**src/rtl/nvio3_pkg.sv**
```systemverilog
// Shared link-register definitions: register count, data width and the write record.
package nvio3_pkg;
    localparam int LK_REGS  = 8;
    localparam int LK_WIDTH = 128;
    localparam int LK_RW    = $clog2(LK_REGS);

    typedef struct packed {
        logic [LK_RW-1:0]    lreg;
        logic [LK_WIDTH-1:0] dat;
    } lk_wr_t;
endpackage

```
**src/rtl/lk_cq_mem.sv**
```systemverilog
// Commit-queue storage: DEPTH x lk_wr_t, two write ports at posedge, two combinational reads.
// Contents are not reset; validity is tracked by the parent's count.
module lk_cq_mem
    import nvio3_pkg::*;
#(
    parameter int DEPTH = 8
) (
    input  logic                     clk,
    input  logic                     we0,
    input  logic [$clog2(DEPTH)-1:0] wadr0,
    input  lk_wr_t                   wdat0,
    input  logic                     we1,
    input  logic [$clog2(DEPTH)-1:0] wadr1,
    input  lk_wr_t                   wdat1,
    input  logic [$clog2(DEPTH)-1:0] radr0,
    input  logic [$clog2(DEPTH)-1:0] radr1,
    output lk_wr_t                   rdat0,
    output lk_wr_t                   rdat1
);
    lk_wr_t mem_q [DEPTH];

    // The parent never targets the same address with both ports in one cycle.
    always_ff @(posedge clk) begin
        if (we0) mem_q[wadr0] <= wdat0;
        if (we1) mem_q[wadr1] <= wdat1;
    end

    assign rdat0 = mem_q[radr0];
    assign rdat1 = mem_q[radr1];
endmodule

```
**src/rtl/lk_commit_queue.sv**
```systemverilog
// Link-register commit queue: accepts a commit pair when two entries are free, drains the oldest two
// one edge after acceptance (same-register pairs coalesce into port 1); hold stalls draining.
module lk_commit_queue
    import nvio3_pkg::*;
#(
    parameter int DEPTH = 8
) (
    input  logic                       clk,
    input  logic                       rst_n,
    input  logic                       in_valid0,
    input  logic [2:0]                 in_reg0,
    input  logic [127:0]               in_dat0,
    input  logic                       in_valid1,
    input  logic [2:0]                 in_reg1,
    input  logic [127:0]               in_dat1,
    output logic                       in_ready,
    input  logic                       hold,
    output logic                       wr0,
    output logic [2:0]                 wa0,
    output logic [127:0]               i0,
    output logic                       wr1,
    output logic [2:0]                 wa1,
    output logic [127:0]               i1,
    output logic [$clog2(DEPTH):0]     count,
    output logic                       empty,
    output logic                       full
);
    localparam int AW = $clog2(DEPTH);
    localparam int CW = AW + 1;

    logic [AW-1:0] rd_ptr_q, rd_ptr_d, wr_ptr_q, wr_ptr_d;
    logic [CW-1:0] count_q, count_d;
    logic          accept, keep0, keep1;
    logic          we0, we1;
    logic [AW-1:0] wadr0, wadr1;
    lk_wr_t        wdat0, wdat1, h0, h1;
    logic [1:0]    enq, deq;

    // Readiness looks only at registered occupancy, never at this cycle's drain.
    assign in_ready = (count_q <= CW'(DEPTH - 2));
    assign accept   = in_ready && in_valid0;

    always_comb begin
        keep0 = accept && (in_reg0 != 3'd0);
        keep1 = accept && in_valid1 && (in_reg1 != 3'd0);
        we0   = keep0 || keep1;
        wadr0 = wr_ptr_q;
        wdat0 = keep0 ? lk_wr_t'{lreg: in_reg0, dat: in_dat0}
                      : lk_wr_t'{lreg: in_reg1, dat: in_dat1};
        we1   = keep0 && keep1;
        wadr1 = wr_ptr_q + AW'(1);
        wdat1 = lk_wr_t'{lreg: in_reg1, dat: in_dat1};
        enq   = {1'b0, keep0} + {1'b0, keep1};
    end

    lk_cq_mem #(.DEPTH(DEPTH)) u_mem (
        .clk   (clk),
        .we0   (we0),
        .wadr0 (wadr0),
        .wdat0 (wdat0),
        .we1   (we1),
        .wadr1 (wadr1),
        .wdat1 (wdat1),
        .radr0 (rd_ptr_q),
        .radr1 (rd_ptr_q + AW'(1)),
        .rdat0 (h0),
        .rdat1 (h1)
    );

    always_comb begin
        wr0 = 1'b0;
        wr1 = 1'b0;
        wa0 = h0.lreg;
        i0  = h0.dat;
        wa1 = h1.lreg;
        i1  = h1.dat;
        deq = 2'd0;
        if (!hold && count_q == CW'(1)) begin
            wr0 = 1'b1;
            deq = 2'd1;
        end else if (!hold && count_q >= CW'(2)) begin
            // The younger write wins when both target the same register.
            wr0 = (h0.lreg != h1.lreg);
            wr1 = 1'b1;
            deq = 2'd2;
        end
    end

    always_comb begin
        count_d  = count_q + CW'(enq) - CW'(deq);
        wr_ptr_d = wr_ptr_q + AW'(enq);
        rd_ptr_d = rd_ptr_q + AW'(deq);
    end

    always_ff @(posedge clk or negedge rst_n) begin
        if (!rst_n) begin
            count_q  <= '0;
            wr_ptr_q <= '0;
            rd_ptr_q <= '0;
        end else begin
            count_q  <= count_d;
            wr_ptr_q <= wr_ptr_d;
            rd_ptr_q <= rd_ptr_d;
        end
    end

    assign count = count_q;
    assign empty = (count_q == '0);
    assign full  = (count_q == CW'(DEPTH));
endmodule

```
**config.mk**
```make
export PLATFORM = sky130hd
export DESIGN_NAME = lk_commit_queue
export DESIGN_NICKNAME = d
export VERILOG_FILES = /design/src/rtl/nvio3_pkg.sv /design/src/rtl/lk_cq_mem.sv /design/src/rtl/lk_commit_queue.sv
export SDC_FILE = /design/constraint.sdc
export NUM_CORES = 2
export LEC_CHECK = 0
export ABC_CLOCK_PERIOD_IN_PS = 18600
export BUFFER_PORTS_ARGS = -buffer_cell sky130_fd_sc_hd__buf_2
export CORE_MARGIN = 2
export CORE_UTILIZATION = 50
export CTS_CLUSTER_DIAMETER = 80
export DETAILED_ROUTE_END_ITERATION = 8
export PLACE_DENSITY = 0.66
export REMOVE_ABC_BUFFERS = 1
export SYNTH_ARGS = -nofsm -noshare
export SYNTH_HDL_FRONTEND = slang
export SYNTH_SLANG_ARGS = --single-unit
```
**constraint.sdc**
```tcl
create_clock -name clk -period 18.6 [get_ports clk]
set_input_delay 3.72 -clock clk [delete_from_list [all_inputs] [get_ports clk]]
set_output_delay 3.72 -clock clk [all_outputs]
set_load 0.005 [all_outputs]
```
# Yosys cells after proc, flatten, opt, wreduce, memory -nomap -nowiden
# Memories as Yosys holds them, arrays and structs flattened.
# Index checks and enable logic that the tools add are counted.
[totals]
inputBits = 267
mem_count = 1
wordCells = 39
register_bits = 10
ramBits = 1048
[mem_list]
columns = ["name", "depth", "word_bits", "rd", "rd_ports_with_merged_regs", "write_ports", "line", "source"]
rows = [
  ["u_mem.mem_q", 8, 131, 2, 0, 2, "lk_cq_mem.sv:20", "lk_wr_t mem_q [DEPTH];"],
]
[classes]
addsub = 7
eq_ne = 3
n_reduce_logical = 12
magnitude_cmp = 2
n_mux = 11
[op_table]
columns = ["operator", "count"]
rows = [
  ["131-bit two-way mux", 1],
  ["1-bit two-way mux", 8],
  ["1-bit logical AND", 7],
  ["3-bit by 1-bit adder with 3-bit output (second input constant)", 2],
  ["3-bit by 2-bit adder with 3-bit output", 2],
  ["3-bit nonzero test", 2],
  ["4-bit by 2-bit adder with 4-bit output", 1],
  ["4-bit by 1-bit equality test with 1-bit output (second input constant)", 1],
  ["4-bit equality test (second input constant)", 1],
  ["4-bit by 2-bit greater-or-equal comparator with 1-bit output (second input constant)", 1],
  ["4-bit by 3-bit <= comparator with 1-bit output (second input constant)", 1],
  ["4-bit logical NOT", 1],
  ["2-bit two-way mux", 2],
  ["4-bit by 2-bit subtractor with 4-bit output", 1],
  ["3-bit inequality test", 1],
  ["1-bit by 1-bit adder with 2-bit output", 1],
  ["1-bit logical NOT", 1],
  ["1-bit logical OR", 1],
]

# Logic depth before layout (Yosys ltp)
[logic_depth]
ltp_word = 7
depth_mapped = 14
ltp_nobuf = 14

# Hierarchy
# A second synthesis with hierarchy kept.
[hier_totals]
hier_cells = 3383
hier_area_um2 = 62366.1
[by_module_without_submodules]
columns = ["module", "n_inst", "area_each_um2", "cells_each"]
rows = [
  ["lk_cq_mem", 1, 59718.5, 3170],
  ["lk_commit_queue", 1, 2647.5, 213],
]

# Worst setup path after synthesis
# Ideal clock, no wire load.
[synth_timing]
path_type = "input port to flip-flop"
startpoint = "input in_valid0"
endpoint = "memory u_mem.mem_q[2][0] (netlist bit), enable pin"
t_arrival_ns = 14.174
path_slack_ns = 3.614
setup_time_ns = 0.813
cell_stages = 7
path_cell_list = "inv_1 a211oi_4 o31a_4 inv_4 ha_1 nand2b_1 o31ai_1"
[synth_rtl]
columns = ["element", "line", "source"]
rows = [
  ["from (decl)", "lk_commit_queue.sv:10", "input logic in_valid0,"],
  ["to (decl)", "lk_cq_mem.sv:20", ""],
]

# Worst setup path in the final report
[layout_timing]
startpoint = "register rd_ptr_q[0]"
endpoint = "output i1[15]"
[layout_between]
elab_chain_cells = 2
[layout_rtl]
columns = ["element", "line", "source"]
rows = [
  ["from (decl)", "lk_commit_queue.sv:31", "logic [AW-1:0] rd_ptr_q, rd_ptr_d, wr_ptr_q, wr_ptr_d;"],
  ["from (signal assigned)", "lk_commit_queue.sv:103", "rd_ptr_q <= rd_ptr_d;"],
  ["3-bit by 1-bit adder with 3-bit output", "lk_commit_queue.sv:65", ".radr1 (rd_ptr_q + AW'(1)),"],
  ["memory 8 x 131 bit", "n/a", ""],
  ["to (decl)", "lk_commit_queue.sv:23", "output logic [127:0] i1,"],
]
# Every way passes these cells.

==> impl_results.md <==
* Largest net degree at the start of global routing at 138
* Clk_lat worst skew at 0.73 ns
* FF-to-FF Start: count[3]$_DFF_PN0_
* Antenna-violating nets left at 0
* Power Density at 174 mW/mm2
* Cell Area, Synth at 0.0608 mm2
* CTS resizes at 0
* Slew @ Worst Pin at 1.18 ns
* Chip height at 353 um
* # DRC at 0
* Critical path required time at 14.88 ns
* Area leader, netlist: edfxtp_1
* Number of global-route vias before repair at 38200
* Clock buffer depth at 3
* Compound-gate portion of the synthesized area at 0.302%
* CTS tree: yes
* Avg Cell Area, Syn at 18.6 um2
* Critical path class: reg2out
* Post-CTS Setup Repair Bufs at 0
* Synth-to-Final Area Change at 12.5%
* Synth async-reset ratio at 0.945%
* Layout cells sized above 1 at 65.4%
* Vias at 35800
* Hold EP: wadr0[1]$_DFF_PN0_
* Setup crit end kind: primary output
* Netlist cell types at 41
* Fmax at 102 MHz
* Hold Path Depth at 1
* CTS Root Cell: clkbuf_16
* Synth Register Bits at 1058
* HP Class: reg2reg
* Hold path startpoint: wadr0[1]$_DFF_PN0_
* Hold buffers post-CTS at 0
* MaxCap Viol Count at 0
* Synth Instances at 3269
* Reg2reg end: u_mem.mem_q[0][46]$_DFFE_PP_
* Main synth FF type: edfxtp_1
* Core region area at 0.120 mm2
* Top cells by area, synth: edfxtp_1, mux2_2, mux4_2
* Worst-path clk slew at 0.06 ns
* Port bufs at 537
* Max Slew Vio Count at 0
* Post-place setup slack at 9.45 ns
* Clock sinks at 1058
* Initial antenna violation count at 52
* Post-synth top area share at 51.7%
* Max VDD drop at 0.194 mV
* Congestion Overflow GR at 0
* Final worst-path cycle share at 52.8%
* Die Area at 0.124 mm2
* Final min period at 9.83 ns
* Xor/xnor share of the synthesized area at 0.187%
* Placement Rows at 127
* EDFF count, synth at 1048
* Die W at 353 um
* Drt pass-1 iters at 5
* CTS Buf Count at 117
* I/O pins at 538
* Drt total wl at 177000 um
* Initial DRC count at 3503
* DR vias/cell at 6.55
* Most common cell after layout, fill and taps aside: mux2_2
* Reg2Reg Depth at 13
* Startpoint Class: register
* Layout Skew at 0.0184 ns
* Final-report setup violation count at 0
* Main combinational cell family by area after synthesis: multiplexers
* Post-synthesis sequential area ratio at 52.1%
* Slew headroom at 21.5%
* Total track usage at 28.1%
* Non-Filler Instances at 5461
* Initial core utilization at 50.6%
* Simple-gate share of the synthesized area at 0.399%
* WP data arrival at 6.11 ns
* Routed wire length per instance at 32.4 um
* Yosys warns at 0
* # nets final at 4011
* GP Congestion at 0.818
* R2r setup slk at 12.77 ns
* Most frequent cells in the layout: mux2_2, edfxtp_1, buf_2
* Status: complete, no violations
* Global-route wire length before repair at 258000 um
* Mux cell area share after synthesis at 43.7%
* Hpwl dp at 103000 um
* Post-Synth Adder-Cell Area at 0.399%
* Placed cell count at 5220
* Max FO, Critical Path at 55
* Final worst slack at 8.77 ns
* Final hold vios at 0
* P_leak at 0.0228 uW
* H-tree depth at 3
* Unrepaired setup endpoints after global routing: no
-- layout make-up --
| class | instances | area [um2] |
|---|---|---|
| Antenna cell | 25 | 62.6 |
| Clock buffer | 151 | 3090 |
| Clock inverter | 65 | 759 |
| Fill cell | 9315 | 51800 |
| Inverter | 17 | 66.3 |
| Multi-Input combinational cell | 1931 | 27500 |
| Sequential cell | 1058 | 31700 |
| Tap cell | 1612 | 2020 |
| Timing Repair Buffer | 602 | 3250 |
-- power by group --
group,switching [uW],internal (uW)
Clock,972,1380
Combinational,3100,3040
Sequential,252,3180
-- metrics by stage --
step / hold WS [ns] / TNS, ns / area (um2) / utilization (%) / power (uW)
floorplan: 0.570 / -1379.00 / 59100 / - / 9280
global placement: 0.610 / 0 / 64600 / 53.7 / 9520
detailed placement: 0.628 / 0 / 64600 / 53.7 / 9640
CTS: 0.652 / 0 / 68400 / 56.9 / 12000
global route: 0.705 / 0 / 68400 / 56.9 / 12400
finish: 0.675 / 0 / 68500 / 56.9 / 11900
-- synth_stat cells (all sizes together) (5+ instances only) --
master and number:
nor2 8, xnor2 8, dfrtp 10, nor3 6, mux4 523, nand2 9
buf 233, xor2 5, edfxtp 1048, inv 17, mux2 1309, ha 13
nand2b 5, clkbuf 30
-- state kept, by name, summed over array words and instances (netlist names) --
name,count
u_mem.mem_q,1048
count,4
rd_ptr_q,3
wadr0,3
-- worst max-delay path: stages (launching register included) --
cell and delay, ns:
dfrtp_4 1.00, buf_4 0.71, buf_4 0.84, buf_4 0.81
buf_4 0.76, mux4_2 0.59, mux2_2 0.29, buf_2 0.14
-- how the worst max path moves through the flow --
stage | slack [ns] | from | endpoint | cells past startpoint
global route | 8.33 | rd_ptr_q[0]$_DFF_PN0_ | i1[71] | 7
floorplan | -9.01 | rd_ptr_q[0]$_DFF_PN0_ | wr0 | 6
CTS | 8.65 | rd_ptr_q[0]$_DFF_PN0_ | i1[15] | 7
global placement | 9.56 | rd_ptr_q[0]$_DFF_PN0_ | i1[14] | 7
finish | 8.77 | rd_ptr_q[0]$_DFF_PN0_ | i1[15] | 7
detailed placement | 9.45 | rd_ptr_q[0]$_DFF_PN0_ | i1[15] | 7
-- layer usage --
layer | wire (um) | up-vias | track usage, %
li1 | - | 14800 | -
met1 | 68200 | 19000 | 35.7
met2 | 88500 | 1561 | 47.2
met3 | 14600 | 376 | 6.86
met4 | 5520 | 44 | 9.47
met5 | 261 | - | 0
-- logic make-up (layout without fill, tap and decap cells) --
logic type,count (synthesis),after routing
flops,1058,1058
simple gates,42,42
fa+ha+maj,17,17
xor+xnor,13,13
mux,1836,1836
buf+inv,280,835
other cells,0,25
compound gates,23,23
(Power assumes the default switching activity.)
